===== config.mk =====
export PLATFORM = sky130hd
export DESIGN_NAME = adler32_wide_flat
export DESIGN_NICKNAME = d
export VERILOG_FILES = /design/src/rtl/adler32_wide_if.sv /design/src/rtl/adler32_wide.sv /design/src/flat_wrapper.sv
export SDC_FILE = /design/constraint.sdc
export NUM_CORES = 1
export LEC_CHECK = 0
export CAP_MARGIN = 20
export CORE_MARGIN = 3
export CORE_UTILIZATION = 35
export DETAILED_ROUTE_END_ITERATION = 10
export GPL_TIMING_DRIVEN = 1
export PLACE_DENSITY = 0.56
export SLEW_MARGIN = 20
export SYNTH_ARGS = -nofsm -noshare
export SYNTH_HDL_FRONTEND = slang
export SYNTH_SLANG_ARGS = --single-unit

===== constraint.sdc =====
create_clock -name clock -period 47.6 [get_ports clock]
set_clock_uncertainty 0.2 [all_clocks]
set_input_delay 9.52 -clock clock [delete_from_list [all_inputs] [get_ports clock]]
set_output_delay 9.52 -clock clock [all_outputs]
set_load 0.005 [all_outputs]

===== src/rtl/adler32_wide_if.sv =====
// rtl/adler32_wide_if.sv - message framing, data beat and checksum result bundle for adler32_wide
interface adler32_wide_if #(
    parameter int BYTES_PER_BEAT = 4,
    parameter int SIZE_WIDTH     = 32
);
    logic                        size_valid;
    logic [SIZE_WIDTH-1:0]       size;
    logic                        data_start;
    logic                        data_valid;
    logic [8*BYTES_PER_BEAT-1:0] data;
    logic                        busy;
    logic                        checksum_valid;
    logic [31:0]                 checksum;
    logic                        size_err;

    modport master (
        output size_valid, size, data_start, data_valid, data,
        input  busy, checksum_valid, checksum, size_err
    );

    modport slave (
        input  size_valid, size, data_start, data_valid, data,
        output busy, checksum_valid, checksum, size_err
    );
endinterface


===== src/rtl/adler32_wide.sv =====
// rtl/adler32_wide.sv - Adler-32 engine consuming BYTES_PER_BEAT bytes per beat
// A and B are kept fully reduced mod 65521 after every beat.
module adler32_wide #(
    parameter int BYTES_PER_BEAT = 4,
    parameter int SIZE_WIDTH     = 32
) (
    input  logic           clock,
    input  logic           rst_n,
    adler32_wide_if.slave  bus
);
    localparam int          KW  = $clog2(BYTES_PER_BEAT + 1);
    localparam logic [16:0] MOD = 17'd65521;

    typedef enum logic [1:0] {S_IDLE, S_WAIT, S_RUN, S_DONE} state_t;

    state_t                state_q, state_d;
    logic [15:0]           a_q, a_d, b_q, b_d;
    logic [SIZE_WIDTH-1:0] rem_q, rem_d;
    logic [31:0]           checksum_q, checksum_d;
    logic                  checksum_valid_q, checksum_valid_d;
    logic                  size_err_q, size_err_d;
    logic                  busy_q, busy_d;

    logic [KW-1:0]         k;
    logic [11:0]           sum_d;
    logic [13:0]           wsum;
    logic [15:0]           a_new, b_new;
    logic                  consume;
    logic                  last_beat;

    // 2^16 == 15 (mod 65521): one fold brings x below 2*65521, one subtract finishes
    function automatic logic [15:0] mod_fold(input logic [23:0] x);
        logic [16:0] f;
        f = 17'(x[15:0]) + 17'(x[23:16]) * 17'd15;
        if (f >= MOD) begin
            f = f - MOD;
        end
        return f[15:0];
    endfunction

    always_comb begin
        k     = '0;
        sum_d = '0;
        wsum  = '0;
        if (rem_q >= SIZE_WIDTH'(BYTES_PER_BEAT)) begin
            k = KW'(BYTES_PER_BEAT);
        end else begin
            k = KW'(rem_q);
        end
        for (int i = 0; i < BYTES_PER_BEAT; i++) begin
            if (i < int'(k)) begin
                sum_d = sum_d + 12'(bus.data[8*i +: 8]);
                wsum  = wsum + 14'((int'(k) - i) * int'(bus.data[8*i +: 8]));
            end
        end
        a_new     = mod_fold(24'(a_q) + 24'(sum_d));
        b_new     = mod_fold(24'(b_q) + 24'(k) * 24'(a_q) + 24'(wsum));
        last_beat = (rem_q <= SIZE_WIDTH'(BYTES_PER_BEAT));
    end

    always_comb begin
        state_d          = state_q;
        a_d              = a_q;
        b_d              = b_q;
        rem_d            = rem_q;
        checksum_d       = checksum_q;
        checksum_valid_d = 1'b0;
        size_err_d       = 1'b0;
        consume          = 1'b0;

        case (state_q)
            S_IDLE, S_DONE: begin
                if (bus.size_valid) begin
                    a_d = 16'd1;
                    b_d = 16'd0;
                    if (bus.size == '0) begin
                        state_d          = S_DONE;
                        checksum_valid_d = 1'b1;
                        checksum_d       = 32'h0000_0001;
                    end else begin
                        state_d = S_WAIT;
                        rem_d   = bus.size;
                    end
                end else if (state_q == S_DONE) begin
                    state_d = S_IDLE;
                end
            end
            S_WAIT: begin
                consume    = bus.data_valid & bus.data_start;
                size_err_d = bus.size_valid;
            end
            S_RUN: begin
                consume    = bus.data_valid;
                size_err_d = bus.size_valid;
            end
            default: state_d = S_IDLE;
        endcase

        if (consume) begin
            a_d   = a_new;
            b_d   = b_new;
            rem_d = rem_q - SIZE_WIDTH'(k);
            if (last_beat) begin
                state_d          = S_DONE;
                checksum_valid_d = 1'b1;
                checksum_d       = {b_new, a_new};
            end else begin
                state_d = S_RUN;
            end
        end

        busy_d = (state_d == S_WAIT) || (state_d == S_RUN);
    end

    always_ff @(posedge clock or negedge rst_n) begin
        if (!rst_n) begin
            state_q          <= S_IDLE;
            a_q              <= 16'd1;
            b_q              <= 16'd0;
            rem_q            <= '0;
            checksum_q       <= 32'h0000_0001;
            checksum_valid_q <= 1'b0;
            size_err_q       <= 1'b0;
            busy_q           <= 1'b0;
        end else begin
            state_q          <= state_d;
            a_q              <= a_d;
            b_q              <= b_d;
            rem_q            <= rem_d;
            checksum_q       <= checksum_d;
            checksum_valid_q <= checksum_valid_d;
            size_err_q       <= size_err_d;
            busy_q           <= busy_d;
        end
    end

    assign bus.busy           = busy_q;
    assign bus.checksum_valid = checksum_valid_q;
    assign bus.checksum       = checksum_q;
    assign bus.size_err       = size_err_q;
endmodule


===== src/flat_wrapper.sv =====
// flat-port wrapper written by rule: the top's interface ports become plain ports
module adler32_wide_flat 
#(
    parameter int BYTES_PER_BEAT = 4,
    parameter int SIZE_WIDTH     = 32
)
  (clock, rst_n, bus_size_valid, bus_size, bus_data_start, bus_data_valid, bus_data, bus_busy, bus_checksum_valid, bus_checksum, bus_size_err);
  adler32_wide_if #(.BYTES_PER_BEAT(BYTES_PER_BEAT), .SIZE_WIDTH(SIZE_WIDTH)) bus_i ();
  input  logic clock;
  input  logic rst_n;
  input wire logic [$bits(bus_i.size_valid)-1:0] bus_size_valid;
  input wire logic [$bits(bus_i.size)-1:0] bus_size;
  input wire logic [$bits(bus_i.data_start)-1:0] bus_data_start;
  input wire logic [$bits(bus_i.data_valid)-1:0] bus_data_valid;
  input wire logic [$bits(bus_i.data)-1:0] bus_data;
  output wire logic [$bits(bus_i.busy)-1:0] bus_busy;
  output wire logic [$bits(bus_i.checksum_valid)-1:0] bus_checksum_valid;
  output wire logic [$bits(bus_i.checksum)-1:0] bus_checksum;
  output wire logic [$bits(bus_i.size_err)-1:0] bus_size_err;
  assign bus_i.size_valid = bus_size_valid;
  assign bus_i.size = bus_size;
  assign bus_i.data_start = bus_data_start;
  assign bus_i.data_valid = bus_data_valid;
  assign bus_i.data = bus_data;
  assign bus_busy = bus_i.busy;
  assign bus_checksum_valid = bus_i.checksum_valid;
  assign bus_checksum = bus_i.checksum;
  assign bus_size_err = bus_i.size_err;
  adler32_wide #(.BYTES_PER_BEAT(BYTES_PER_BEAT), .SIZE_WIDTH(SIZE_WIDTH)) u_core (.clock(clock), .rst_n(rst_n), .bus(bus_i));
endmodule

==> results.txt <==
Max Fanout on Critical Path = 13
CTS max path bufs = 2
Synth Register Bits = 101
CP Launch Type = input pin
Worst Reg2Reg Path Length in Cells = 69
die width = 223 µm
RR Startpoint = u_core.rem_q[22]$_DFFE_PN0P_
wire length of the first global-routing pass = 77100 µm
EDFF count, synth = 0
Hold Vio Cnt, Final = 0
Buffers & Inverters on Critical Path = 10
r2r setup slk = 27.09 ns
number of global-route vias before repair = 14500
Fmax = 37.3 MHz
CTS tree = built
async set or reset register ratio after synthesis = 100%
initial antenna violation count = 0
Setup Fix Bufs, Post-CTS = 0
Max-Cap Viols = 0
crit end category = register
DRC = 0
initial core utilization = 35.8%
Max stage delay on crit path = 0.59 ns
Slew Limit Fails = 0
unrepaired setup endpoints after global routing = no
Skew-Pair Late Insertion Delay = 0.35 ns
clk root buf = clkbuf_16
Distinct cells, synth = 87
Hold WC Path Type = register to register
All-Layer GR Usage = 18.9%
Mapped Cells = 1998
CTS clk-pin slew, worst paths = 0.07 ns
total CTS buffers = 9
mapped cell area = 16400 µm²
hold_buf cts = 0
TNS Setup = 0 ns
Post-DRT Antenna Nets = 0
1st-iter DRT viols = 913
Layout area overhead = 12.4%
Pre-Repair DR Iteration Count = 5
die footprint = 49600 µm²
hold path cells = 2
CP max-delay cell = or4_1
commonest non-fill, non-tap cells in the layout = inv_1 (256), ha_1 (203), nand2_1 (201)
Ys Warns = 0
PostCTS Resize Cnt = 0
Vias = 14400
R2R Path End = u_core.bus.checksum[21]$_DFF_PN0_
CP most frequent cell = fa_1
dpl cells = 2663
Relative slew margins = 27.5%
total gr overflow = 0
commonest non-fill, non-tap cell in the layout = inv_1
critical path class = input pin to register
H-tree Lvls = 3
Port Buffers = 103
Core ar. = 45900 µm²
Final period util = 56.4%
WL final = 47100 µm
HPWL Detailed = 38100 µm
final non-filler cell total = 2679
Critical Path AT = 26.85 ns
Top delay family on crit path = adder cells
CP Data Required Time = 47.63 ns
WL per Instance = 17.6 µm
Row Count = 78
critical path endpoint = u_core.bus.checksum[21]$_DFF_PN0_
I/O Pins = 104
fin nets = 2467
CTS sink count = 101
layout cell share with drive strength beyond 1 = 4.91%
Worst-Margin Slew = 1.09 ns
Final Setup Violations = 0
Setup crit start = bus_data[0]
Vias per Instance = 5.39
status = finished clean
fill cell count = 4724
Avg Inst Size Synth = 8.22 µm²
# diodes = 0
sequential share of the synthesized area = 15.4%
largest net degree at the start of global routing = 53
Placer Congestion = 0.912
Die Y = 223 µm
main flop type after synthesis = dfrtp_1
crit path time final = 26.83 ns
WP depth = 64
worst hold slack = 0.299 ns
-- flip-flops by register name (all words and copies together) (netlist names) --
register / cells
u_core.bus.checksum: 32
u_core.rem_q: 32
u_core.a_q: 16
u_core.b_q: 16
u_core.state_q: 2
u_core.bus.busy: 1
u_core.bus.checksum_valid: 1
u_core.bus.size_err: 1
-- Yosys cell counts (6+ instances only) --
library cell | count | area, µm²
a211oi_1 | 12 | 90.1
clkbuf_1 | 47 | 176
o21ai_0 | 95 | 475
dfrtp_1 | 99 | 2480
nand3_1 | 42 | 210
mux2_2 | 12 | 135
a22oi_1 | 6 | 45.0
mux2i_1 | 9 | 90.1
a21oi_1 | 130 | 651
nand3b_1 | 7 | 52.6
or3_1 | 15 | 93.8
a32o_1 | 6 | 60.1
o221a_2 | 6 | 67.6
or2_2 | 15 | 93.8
inv_1 | 256 | 961
buf_2 | 8 | 40.0
a21o_1 | 35 | 263
ha_1 | 203 | 2540
o311ai_0 | 11 | 96.3
nand2b_1 | 36 | 225
nor3_1 | 33 | 165
nor4_1 | 17 | 106
nor2b_1 | 23 | 144
a22o_1 | 26 | 228
and2_1 | 62 | 388
and3_1 | 17 | 106
nand2_1 | 202 | 758
a31oi_1 | 10 | 62.6
fa_1 | 121 | 2420
o31ai_1 | 10 | 75.1
xor2_1 | 35 | 307
o21bai_1 | 22 | 165
o211ai_1 | 17 | 128
o21a_1 | 14 | 105
xnor2_1 | 91 | 797
nor2_1 | 123 | 462
nand4_1 | 12 | 75.1
or4_1 | 10 | 75.1
-- worst min-delay path, delay by kind of cell, from the launching register on --
kind,cells,cell delay (ns)
flip-flops,1,0.34
AO/OA/AOI/OAI,1,0.07
AND/OR/NAND/NOR,1,0.05
-- through the flow --
step	worst slack (ns)	cell area, µm²	util (%)
after global placement	20.84	18100	39.5
after CTS	20.83	18500	40.3
after global routing	19.75	18500	40.3
final	20.77	18500	40.3
after floorplan	22.20	16500	-
after detailed placement	20.53	18100	39.5
-- logic make-up after synthesis --
group                      Yosys count  synth area share (%)
and+or+nand+nor                    640                  19.6
xor gates and xnor gates           127                  6.88
adders and majority gates          324                  30.2
other                                2                0.0457
DFF                                101                  15.4
muxes                               22                  1.46
buffers and inverters              316                  7.30
AOI/OAI and AO/OA                  466                  19.1
-- worst min-delay path by stage --
stage	start	endpoint
after floorplan	u_core.rem_q[31]$_DFFE_PN0P_	u_core.rem_q[31]$_DFFE_PN0P_
after global placement	u_core.bus.checksum[17]$_DFF_PN0_	u_core.bus.checksum[17]$_DFF_PN0_
after detailed placement	u_core.bus.checksum[17]$_DFF_PN0_	u_core.bus.checksum[17]$_DFF_PN0_
after CTS	u_core.bus.checksum[17]$_DFF_PN0_	u_core.bus.checksum[17]$_DFF_PN0_
after global routing	u_core.bus.checksum[0]$_DFF_PN1_	u_core.bus.checksum[0]$_DFF_PN1_
final	u_core.bus.checksum[17]$_DFF_PN0_	u_core.bus.checksum[17]$_DFF_PN0_
-- routing by layer --
metal,up-vias,GRT usage [%],wire length (µm)
met5,-,0,0
met4,0,3.75,745
li1,7012,-,-
met3,41,1.57,1760
met2,315,32.7,22900
met1,7059,25.8,21700
-- cell type report --
cell class | count | area (µm²) | area share [%]
clock buffers | 9 | 225 | 1.22
multi-input cells | 1586 | 12700 | 69.0
well taps | 600 | 751 | 4.07
clock inverters | 7 | 104 | 0.562
inverters | 257 | 965 | 5.22
repair buffers | 119 | 1150 | 6.22
flip-flops and latches | 101 | 2530 | 13.7
Power is left out: the tool's default activity adds up to more than one toggle a clock period on the data nets, which glitch-free logic cannot reach.
